[src/rtl/fpu_pkg.sv]
// Shared FPU definitions: rounding-mode codes, float class codes and the exponent bias helper.
// Consumers: fp_round_decide and fp_to_int_pipe (macro FP_TO_INT_RMODE_EN selects rm support there).
package fpu_pkg;

  localparam logic [2:0] RM_RNE = 3'b000;
  localparam logic [2:0] RM_RTZ = 3'b001;
  localparam logic [2:0] RM_RDN = 3'b010;
  localparam logic [2:0] RM_RUP = 3'b011;
  localparam logic [2:0] RM_RMM = 3'b100;

  localparam logic [2:0] CLS_ZERO = 3'd0;
  localparam logic [2:0] CLS_SUB  = 3'd1;
  localparam logic [2:0] CLS_NORM = 3'd2;
  localparam logic [2:0] CLS_INF  = 3'd3;
  localparam logic [2:0] CLS_NAN  = 3'd4;

  function automatic int fp_bias(input int exp_w);
    return (1 << (exp_w - 1)) - 1;
  endfunction

endpackage

[src/rtl/fp_round_decide.sv]
// Round-increment decision from rounding mode, result sign, lsb, guard and sticky.
// FP_TO_INT_RMODE_EN: honour all five modes; undefined: always round to nearest even.
module fp_round_decide
  import fpu_pkg::*;
(
  input  logic [2:0] i_rm,
  input  logic       i_sign,
  input  logic       i_lsb,
  input  logic       i_guard,
  input  logic       i_sticky,
  output logic       o_inc
);

`ifdef FP_TO_INT_RMODE_EN
  always_comb begin
    case (i_rm)
      RM_RTZ:  o_inc = 1'b0;
      RM_RDN:  o_inc = i_sign & (i_guard | i_sticky);
      RM_RUP:  o_inc = ~i_sign & (i_guard | i_sticky);
      RM_RMM:  o_inc = i_guard;
      // RNE and the reserved codes share nearest-even
      default: o_inc = i_guard & (i_sticky | i_lsb);
    endcase
  end
`else
  logic w_unused_rm;
  assign w_unused_rm = ^{i_rm, i_sign};
  assign o_inc       = i_guard & (i_sticky | i_lsb);
`endif

endmodule

[src/rtl/fp_to_int_pipe.sv]
// Pipelined float-to-integer converter (unpack / align / round+saturate) with valid/ready flow.
// Define FP_TO_INT_RMODE_EN to honour in_rm; otherwise every conversion rounds to nearest even.
module fp_to_int_pipe
  import fpu_pkg::*;
#(
  parameter  int EXP_W = 8,
  parameter  int MAN_W = 23,
  parameter  int INT_W = 32,
  localparam int FLEN  = 1 + EXP_W + MAN_W
) (
  input  logic             clk,
  input  logic             rst,
  input  logic             in_valid,
  output logic             in_ready,
  input  logic [FLEN-1:0]  in_a,
  input  logic             in_signed,
  input  logic [2:0]       in_rm,
  output logic             out_valid,
  input  logic             out_ready,
  output logic [INT_W-1:0] out_result,
  output logic             out_nv,
  output logic             out_nx
);

  localparam int BIAS = fp_bias(EXP_W);
  localparam int XW   = EXP_W + 2;
  localparam int SHW  = $clog2(INT_W);
  localparam int AW   = INT_W + MAN_W;

  localparam logic [INT_W-1:0] MAXS = {1'b0, {(INT_W-1){1'b1}}};
  localparam logic [INT_W-1:0] MINS = {1'b1, {(INT_W-1){1'b0}}};
  localparam logic [INT_W:0]   HALF = {2'b01, {(INT_W-1){1'b0}}};

  // flow control: a stage loads when empty or when its successor loads
  logic [3:1] r_vld;
  logic       w_en1, w_en2, w_en3;

  assign w_en3     = !r_vld[3] || out_ready;
  assign w_en2     = !r_vld[2] || w_en3;
  assign w_en1     = !r_vld[1] || w_en2;
  assign in_ready  = w_en1;
  assign out_valid = r_vld[3];

  // S1: unpack and classify
  logic                   w_sign;
  logic [EXP_W-1:0]       w_ef;
  logic [MAN_W-1:0]       w_mf;
  logic [2:0]             w_cls;
  logic signed [XW-1:0]   w_exp;
  logic [MAN_W:0]         w_sig;

  assign {w_sign, w_ef, w_mf} = in_a;
  assign w_sig = {w_ef != '0, w_mf};
  assign w_exp = (w_ef == '0) ? XW'(1 - BIAS) : $signed({2'b00, w_ef}) - XW'(BIAS);

  always_comb begin
    if (w_ef == '0)      w_cls = (w_mf == '0) ? CLS_ZERO : CLS_SUB;
    else if (&w_ef)      w_cls = (w_mf == '0) ? CLS_INF  : CLS_NAN;
    else                 w_cls = CLS_NORM;
  end

  logic                 r1_sign, r1_signed;
  logic [2:0]           r1_cls, r1_rm;
  logic signed [XW-1:0] r1_exp;
  logic [MAN_W:0]       r1_sig;

  always_ff @(posedge clk) begin
    if (w_en1 && in_valid) begin
      r1_sign   <= w_sign;
      r1_cls    <= w_cls;
      r1_exp    <= w_exp;
      r1_sig    <= w_sig;
      r1_signed <= in_signed;
      r1_rm     <= in_rm;
    end
  end

  // S2: align into integer part + guard + sticky
  logic             w_huge;
  logic [AW-1:0]    w_wide, w_shl;
  logic [INT_W-1:0] w_int;
  logic             w_g, w_s;

  assign w_huge = (r1_exp >= $signed(XW'(INT_W)));
  assign w_wide = {{(INT_W-1){1'b0}}, r1_sig};
  assign w_shl  = w_wide << r1_exp[SHW-1:0];

  always_comb begin
    w_int = '0;
    w_g   = 1'b0;
    w_s   = 1'b0;
    if (!r1_exp[XW-1]) begin
      w_int = w_shl[MAN_W +: INT_W];
      w_g   = w_shl[MAN_W-1];
      w_s   = |w_shl[MAN_W-2:0];
    end else if (r1_exp == '1) begin
      w_g   = r1_sig[MAN_W];
      w_s   = |r1_sig[MAN_W-1:0];
    end else begin
      w_s   = |r1_sig;
    end
  end

  logic             r2_sign, r2_signed, r2_nan, r2_inf, r2_huge, r2_g, r2_s;
  logic [2:0]       r2_rm;
  logic [INT_W-1:0] r2_int;

  // only magnitudes >= 2^INT_W are flagged here; the signed limit is judged on the rounded value
  always_ff @(posedge clk) begin
    if (w_en2 && r_vld[1]) begin
      r2_sign   <= r1_sign;
      r2_signed <= r1_signed;
      r2_nan    <= (r1_cls == CLS_NAN);
      r2_inf    <= (r1_cls == CLS_INF);
      r2_huge   <= w_huge;
      r2_int    <= w_int;
      r2_g      <= w_g;
      r2_s      <= w_s;
      r2_rm     <= r1_rm;
    end
  end

  // S3: round, negate, saturate, flags
  logic             w_inc;
  logic [INT_W:0]   w_magr;
  logic [INT_W-1:0] w_maxp, w_res;
  logic             w_nv, w_nx;

  fp_round_decide u_rnd (
    .i_rm     (r2_rm),
    .i_sign   (r2_sign),
    .i_lsb    (r2_int[0]),
    .i_guard  (r2_g),
    .i_sticky (r2_s),
    .o_inc    (w_inc)
  );

  assign w_magr = {1'b0, r2_int} + {{INT_W{1'b0}}, w_inc};
  assign w_maxp = r2_signed ? MAXS : '1;

  always_comb begin
    w_res = '0;
    w_nv  = 1'b0;
    w_nx  = 1'b0;
    if (r2_nan) begin
      w_res = w_maxp;
      w_nv  = 1'b1;
    end else if (r2_inf || r2_huge) begin
      w_nv  = 1'b1;
      if (!r2_sign)       w_res = w_maxp;
      else if (r2_signed) w_res = MINS;
    end else if (!r2_sign) begin
      if (r2_signed ? (w_magr >= HALF) : w_magr[INT_W]) begin
        w_res = w_maxp;
        w_nv  = 1'b1;
      end else begin
        w_res = w_magr[INT_W-1:0];
        w_nx  = r2_g | r2_s;
      end
    end else if (r2_signed) begin
      if (w_magr > HALF) begin
        w_res = MINS;
        w_nv  = 1'b1;
      end else begin
        w_res = -w_magr[INT_W-1:0];
        w_nx  = r2_g | r2_s;
      end
    end else if (w_magr != '0) begin
      w_nv  = 1'b1;
    end else begin
      w_nx  = r2_g | r2_s;
    end
  end

  logic [INT_W-1:0] r3_res;
  logic             r3_nv, r3_nx;

  always_ff @(posedge clk) begin
    if (rst) begin
      r_vld  <= '0;
      r3_res <= '0;
      r3_nv  <= 1'b0;
      r3_nx  <= 1'b0;
    end else begin
      if (w_en1) r_vld[1] <= in_valid;
      if (w_en2) r_vld[2] <= r_vld[1];
      if (w_en3) r_vld[3] <= r_vld[2];
      if (w_en3 && r_vld[2]) begin
        r3_res <= w_res;
        r3_nv  <= w_nv;
        r3_nx  <= w_nx;
      end
    end
  end

  assign out_result = r3_res;
  assign out_nv     = r3_nv;
  assign out_nx     = r3_nx;

endmodule

[config.mk]
export PLATFORM = sky130hd
export DESIGN_NAME = fp_to_int_pipe
export DESIGN_NICKNAME = d
export VERILOG_FILES = /design/src/rtl/fpu_pkg.sv /design/src/rtl/fp_round_decide.sv /design/src/rtl/fp_to_int_pipe.sv
export SDC_FILE = /design/constraint.sdc
export NUM_CORES = 1
export LEC_CHECK = 0
export BUFFER_PORTS_ARGS = -buffer_cell sky130_fd_sc_hd__buf_2
export CORE_MARGIN = 2
export CORE_UTILIZATION = 61
export CTS_CLUSTER_DIAMETER = 30
export DETAILED_ROUTE_END_ITERATION = 8
export PLACE_DENSITY = 0.92
export SLEW_MARGIN = 20
export SYNTH_ARGS = -nofsm -noshare
export SYNTH_HDL_FRONTEND = slang
export SYNTH_SLANG_ARGS = --single-unit
export TNS_END_PERCENT = 100
[constraint.sdc]
create_clock -name clk -period 5.2 [get_ports clk]
set_input_delay 0.26 -clock clk [delete_from_list [all_inputs] [get_ports clk]]
set_output_delay 0.26 -clock clk [all_outputs]
set_load 0.03 [all_outputs]
==> qor.yml, run 1 <==
syn_area_um2: 7884
period_share: 0.7835
cts-root-buf: "clkbuf_16"
synth_adder_area_share: 0.006348
fp-row-count: 41
die_x_um: 117.7
yosysTopAreaCellShare: 0.2933
routed_via_density: 6.558
clk_pin_slew_ns: 0.06
p_sw_mw: 0.8619
synth-simple-area-share: 0.2496
max_cap_viol_count: 0
syn_nets: 921
timing.setup.tns_ns: 0
boundaryPins: 76
place_congestion: 0.9546
clock_sinks: 114
cp-start-kind: "register"
p_clk_frac: 0.437
async_flop_share: 0
synth_top_family_by_area: "simple AND/OR/NAND/NOR gates"
max_slew_margin: 0.2977
core_area_um2: 12620
fin_nets: 962
peakVddDrop_uv: 277.6
cp-startpoint: "r2_g"
holdWs_ns: 0.01417
synth_compound_area_frac: 0.1731
synth_edf_count: 77
synth.most_common_cell: "nor2_1"
ys_seq_elements: 114
ys_seq_area_frac: 0.3872
synthMuxAreaShare: 0.06602
postCtsHoldBufs: 0
clock_latency_ns: 0.43
worstHoldPathType: "primary input to register"
die_y_um: 117.7
drt_first_pass_iters: 8
yosys_warnings: 0
synth_commonest_cells: "115 x nor2_1, 77 x edfxtp_1, 73 x nand2_1, 60 x a21oi_1, 58 x o21ai_0"
arrival_ns: 4.42
synthToLayoutAreaGrowth_pct: 13.62
final_antenna_net_count: 0
power_switching_share: 0.2917
wl_per_cell_um: 18.74
diodes: 0
setup-violations-final: 0
port-buffer-count: 72
rsz0062_at_grt: "false"
dp_cells: 1069
hold_viol: 0
drive_gt1_frac: 0.1847
outcome: "complete, no violations"
max_stage_delay_ns: 0.52
dp_hpwl_mm: 14.02
r2r_start: "r2_g"
synth.distinct_cells: 82
synthCells: 877
start_util: 0.6247
synthFlopType: "edfxtp_1"
hold_start: "in_a[31]"
p_leak_nw: 3.278
dpl_cell_area_um2: 8247
cpMaxStageDelayCell: "a211oi_2"
synth.area.top_cells: "edfxtp_1 29%, dfxtp_1 9.4%, nor2_1 5.5%"
end_kind: "register"
slew_viol_final: 0
max_slew.worst_pin.slew_ns: 1.053
critPathRequiredTime_ns: 5.55
grt_pass1_wl_mm: 33.72
antenna_found_initial: 0
grt.overflow.total: 0
clockBufferDepth: 2
die-area_um2: 13850
routed_wl_mm: 20.67
comb_power_share: 0.179
grt_pass1_vias: 6887
period_needed_ns: 4.074
yosysTopAreaCell: "edfxtp_1"
cts_resized: 0
synthXorXnorAreaFrac: 0.07110
p_seq_frac: 0.384
htree_levels: 4
grt_usage: 0.3009
drc: 0
fin_worst_skew_ns: 0.01693
syn_avg_cell_area_um2: 8.990
power_density_nw_per_um2: 329.9
path_cells: "and2_1, ha_1, nand3_1, nor4_4, nand4_2, a211oi_2, nand4b_2, nor3_4, o2111a_1, buf_4, a311oi_1, nor3_2"
cts_made_buffers: 17
grt_max_degree: 46
crit_fanout: 27
cellInternalPower_mw: 2.093
finalNonFillerCells: 1103
cts_tree: "built"
fill_cells: 884
max_freq_ghz: 0.2454
path_class: "register to register"
cts_setup_buffers: 0
dr.first_iter.drc_count: 884
vias: 7233
design_area_um2: 8957
==> power by group through the flow <==
stage / registers [mW] / clock network, mW / logic [mW]
2_1_floorplan: 1.12 / 0 / 0.390
3_3_place_gp: 1.14 / 0 / 0.486
3_5_place_dp: 1.15 / 0 / 0.499
4_1_cts: 1.13 / 1.30 / 0.509
5_1_grt: 1.14 / 1.34 / 0.574
6_report: 1.13 / 1.29 / 0.528
==> cells by family (layout without fill, tap and decap cells) <==
kind of cell             count (synthesis)  count (layout)
AND/OR/NAND/NOR                        373             373
AO/OA/AOI/OAI                          208             208
flip-flops                             114             114
buffers and inverters                   75             129
XOR/XNOR                                64              64
multiplexers                            39              39
adder cells (fa/ha/maj)                  4               4
==> stage by stage <==
stage / power (mW) / worst slack [ns] / utilization
2_1_floorplan: 1.513 / 1.197 / -
3_3_place_gp: 1.628 / 1.403 / 0.6535
3_5_place_dp: 1.647 / 1.299 / 0.6535
4_1_cts: 2.937 / 1.228 / 0.7054
5_1_grt: 3.058 / 0.8322 / 0.7098
6_report: 2.955 / 1.126 / 0.7098
==> cell usage in the layout (no fill, tap or decap), types with 26 or more instances in the layout <==
cell type	instances
a211oi_1	28
a21oi_1	60
buf_2	72
dfxtp_1	37
edfxtp_1	77
nand2_1	73
nand3_1	26
nor2_1	115
nor3_1	28
o21ai_0	58
xnor2_1	31
xor2_1	33
==> flip-flops by register name (all words and copies together), names as in the netlist <==
register    cells
out_result     32
r2_int         32
r1_sig         24
r1_exp          9
r1_cls          3
r_vld           3
out_nv          1
out_nx          1
r1_sign         1
r1_signed       1
r2_g            1
r2_huge         1
r2_inf          1
r2_nan          1
r2_s            1
r2_sign         1
r2_signed       1
==> worst paths after layout <==
path / endpoint / slack (ns) / depth (start not counted)
max reg2reg: out_result[5] / 1.13 / 12
min reg2reg: r2_sign / 0.42 / 0
min: r1_sign / 0.01 / 1
max: out_result[5] / 1.13 / 12
==> final cells by class <==
| class | count | area [um^2] | area share |
|---|---|---|---|
| Clock buffer | 17 | 425.4 | 0.04749 |
| Clock inverter | 15 | 230.2 | 0.02570 |
| Inverter | 14 | 52.55 | 0.005867 |
| Multi-Input combinational cell | 688 | 4498 | 0.5022 |
| Sequential cell | 114 | 3053 | 0.3408 |
| Tap cell | 172 | 215.2 | 0.02403 |
| Timing Repair Buffer | 83 | 483.0 | 0.05392 |
==> metal layers <==
| layer | track usage | wire length (um) | up-vias |
|---|---|---|---|
| li1 | - | - | 3354 |
| met1 | 0.3705 | 8271 | 3406 |
| met2 | 0.5131 | 10290 | 411 |
| met3 | 0.06589 | 1510 | 62 |
| met4 | 0.1227 | 598 | 0 |
| met5 | 0 | 0 | - |
==> critical path: cells and delay by family, from the launching register on <==
kind                     cells  cell delay (ns)
AO/OA/AOI/OAI                3             0.94
AND/OR/NAND/NOR              7             1.99
buffers and inverters        1             0.33
adder cells (fa/ha/maj)      1             0.32
flip-flops                   1             0.41
No activity file was read; power rests on OpenSTA's default activity.
==> inputs of run 2 (changes only) <==
==> constraint.sdc (replaced) <==
create_clock -name clk -period 4.2 [get_ports clk]
set_input_delay 0.21 -clock clk [delete_from_list [all_inputs] [get_ports clk]]
set_output_delay 0.21 -clock clk [all_outputs]
set_load 0.03 [all_outputs]
==> run 2 against run 1 <==
  * Register-to-register slack got worse by 0.74 ns
  * Via count up 2.5%
  * Setup slack lost 0.74 ns
  * Design area grew 2.6%
==> qor.yml, run 2 (synthesized netlist as in run 1, its figures left out) <==
fill_cells: 867  # -1.9%
fp-row-count: 41  # unchanged
power_switching_share: 0.3076  # +0.01585
path_delay_family: "simple AND/OR/NAND/NOR gates"
port-buffer-count: 72  # unchanged
cp-start-kind: "register"
critPathRequiredTime_ns: 4.55  # -1.00 ns
max_slew.worst_pin.slew_ns: 0.9701  # -0.08338 ns
timing.setup.tns_ns: 0  # unchanged
p_clk_frac: 0.385  # -0.052
clockBufferDepth: 2  # unchanged
die_y_um: 117.7  # unchanged
postCtsHoldBufs: 25  # +25
grt_pass1_wl_mm: 35.33  # +4.8%
boundaryPins: 76  # unchanged
core_area_um2: 12620  # unchanged
grt.overflow.total: 0  # unchanged
path_class: "register to register"
crit_end: "out_result[5]"
grt_usage: 0.3165  # +0.01559
drc: 0  # unchanged
clock_sinks: 114  # unchanged
wl_per_cell_um: 19.46  # +3.9%
cp-startpoint: "r2_g"
die_x_um: 117.7  # unchanged
cp.depth: 12  # unchanged
die-area_um2: 13850  # unchanged
r2r_start: "r2_g"
setup-violations-final: 0  # unchanged
cts_tree: "built"
fin_worst_skew_ns: 0.01789  # +0.0009653 ns
cellInternalPower_mw: 2.359  # +13%
cts_setup_buffers: 0  # unchanged
place_congestion: 0.9893  # +3.6%
period_share: 0.9085  # +0.1250
period_needed_ns: 3.816  # -0.2587 ns
clk_pin_slew_ns: 0.05  # about the same
fin_util: 0.7280  # +0.01824
antenna_found_initial: 0  # unchanged
max_stage_delay_ns: 0.50  # -0.02 ns
final_antenna_net_count: 0  # unchanged
fin_nets: 997  # +3.6%
max_cap_viol_count: 0  # unchanged
max_freq_ghz: 0.2621  # +6.8%
layout_commonest_cell: "nor2_1"
dr.first_iter.drc_count: 1197  # +35%
peakVddDrop_uv: 370.0  # +33%
p_sw_mw: 1.048  # +22%
comb_power_share: 0.206  # +0.027
reg2reg_depth: 12  # unchanged
diodes: 0  # unchanged
start_util: 0.6247  # unchanged
cts-root-buf: "clkbuf_16"
reg2reg_to: "out_result[5]"
worstHoldPathType: "primary input to register"
drt_first_pass_iters: 6  # -2
slew_viol_final: 0  # unchanged
path_cells: "and2_1, ha_1, nand3_1, nor4_4, nand4_2, a211oi_2, nand4b_2, nor3_4, o2111a_1, buf_12, a311oi_1, nor3_2"
multi_input_area_um2: 4498  # unchanged
dp_hpwl_mm: 14.16  # +0.97%
arrival_ns: 4.16  # -0.26 ns
grt_pass1_vias: 7014  # +1.8%
critPathBufInv: 1  # unchanged
cpMaxStageDelayCell: "a211oi_2"
p_leak_nw: 3.391  # +3.5%
outcome: "complete, no violations"
synthToLayoutAreaGrowth_pct: 16.54
htree_levels: 4  # unchanged
cts_made_buffers: 17  # unchanged
max_slew_margin: 0.3473  # +0.04962
rsz0062_at_grt: "false"
p_seq_frac: 0.409  # +0.025
routed_via_density: 6.517  # -0.62%
crit_fanout: 27  # unchanged
drive_gt1_frac: 0.1822  # -0.002553
vias: 7416  # +2.5%
power_density_nw_per_um2: 370.8  # +12%
regArea_um2: 3053  # unchanged
cts_resized: 0  # unchanged
routed_wl_mm: 22.14  # +7.1%
hold_viol: 0  # unchanged
rrSetupSlack_ns: 0.38  # -0.74 ns
clock_latency_ns: 0.42  # about the same
mostFrequentLayoutCells: "115 x nor2_1, 77 x edfxtp_1, 73 x nand2_1, 72 x buf_2, 60 x a21oi_1"
end_kind: "register"
grt_max_degree: 46  # unchanged
[run 2: cell types whose count changed in the layout (fill, tap and decap cells not counted), sizes merged]
cell,before,now
clkinv,5,12
inv,16,13
clkinvlp,3,1
dlygate4sd3,0,25
bufinv,5,1
clkbuf,17,19
buf,83,93
[run 2: cell type report]
class	instances	area share
Clock buffer	19	0.04712
Clock inverter	13	0.01035
Inverter	14	0.005720
Multi-Input combinational cell	688	0.4896
Sequential cell	114	0.3323
Tap cell	172	0.02342
Timing Repair Buffer	118	0.09152
[run 2: stage by stage]
stage	setup slack (ns)	hold slack (ns)	std cells	area (um^2)	total power [mW]
final	0.3844	0.1047	1138	9188	3.406
after global routing	0.1415	0.1380	1138	9188	3.519
after CTS	0.4626	0.1015	1135	9105	3.340
after detailed placement	0.5209	0.3881	1078	8327	2.048
after global placement	0.6627	0.3870	1078	8327	2.027
after floorplan	0.1967	0.3089	877	7884	1.873
[run 2: how the worst min path moves through the flow]
stage                     slack (ns)   endpoint  startpoint  cells past startpoint
after floorplan                 0.31  r1_sig[0]     in_a[0]                      0
after global placement          0.39    r1_sign    in_a[31]                      1
after detailed placement        0.39    r1_sign    in_a[31]                      1
after CTS                       0.10   r_vld[1]    in_valid                      3
after global routing            0.14   r_vld[1]    in_valid                      3
final                           0.10   r_vld[1]    in_valid                      3
[run 2: power groups by stage]
| stage | registers (mW) | logic [mW] | clock network (mW) |
|---|---|---|---|
| finish | 1.39 | 0.703 | 1.31 |
| global placement | 1.40 | 0.622 | 0 |
| detailed placement | 1.41 | 0.637 | 0 |
| CTS | 1.39 | 0.661 | 1.29 |
| floorplan | 1.39 | 0.483 | 0 |
| global route | 1.40 | 0.761 | 1.36 |
[run 2: tightest hold or removal path: cells and delay by family]
| kind | cells | cell delay [ns] |
|---|---|---|
| compound gates | 1 | 0.13 |
| buf+inv | 2 | 0.14 |
[run 2: metal layers]
layer	share of wire	global-route usage	up-vias
met5	0	0	-
met4	0.034	0.1521	0
met3	0.081	0.05475	75
met2	0.50	0.5374	428
met1	0.39	0.3912	3487
li1	-	-	3426
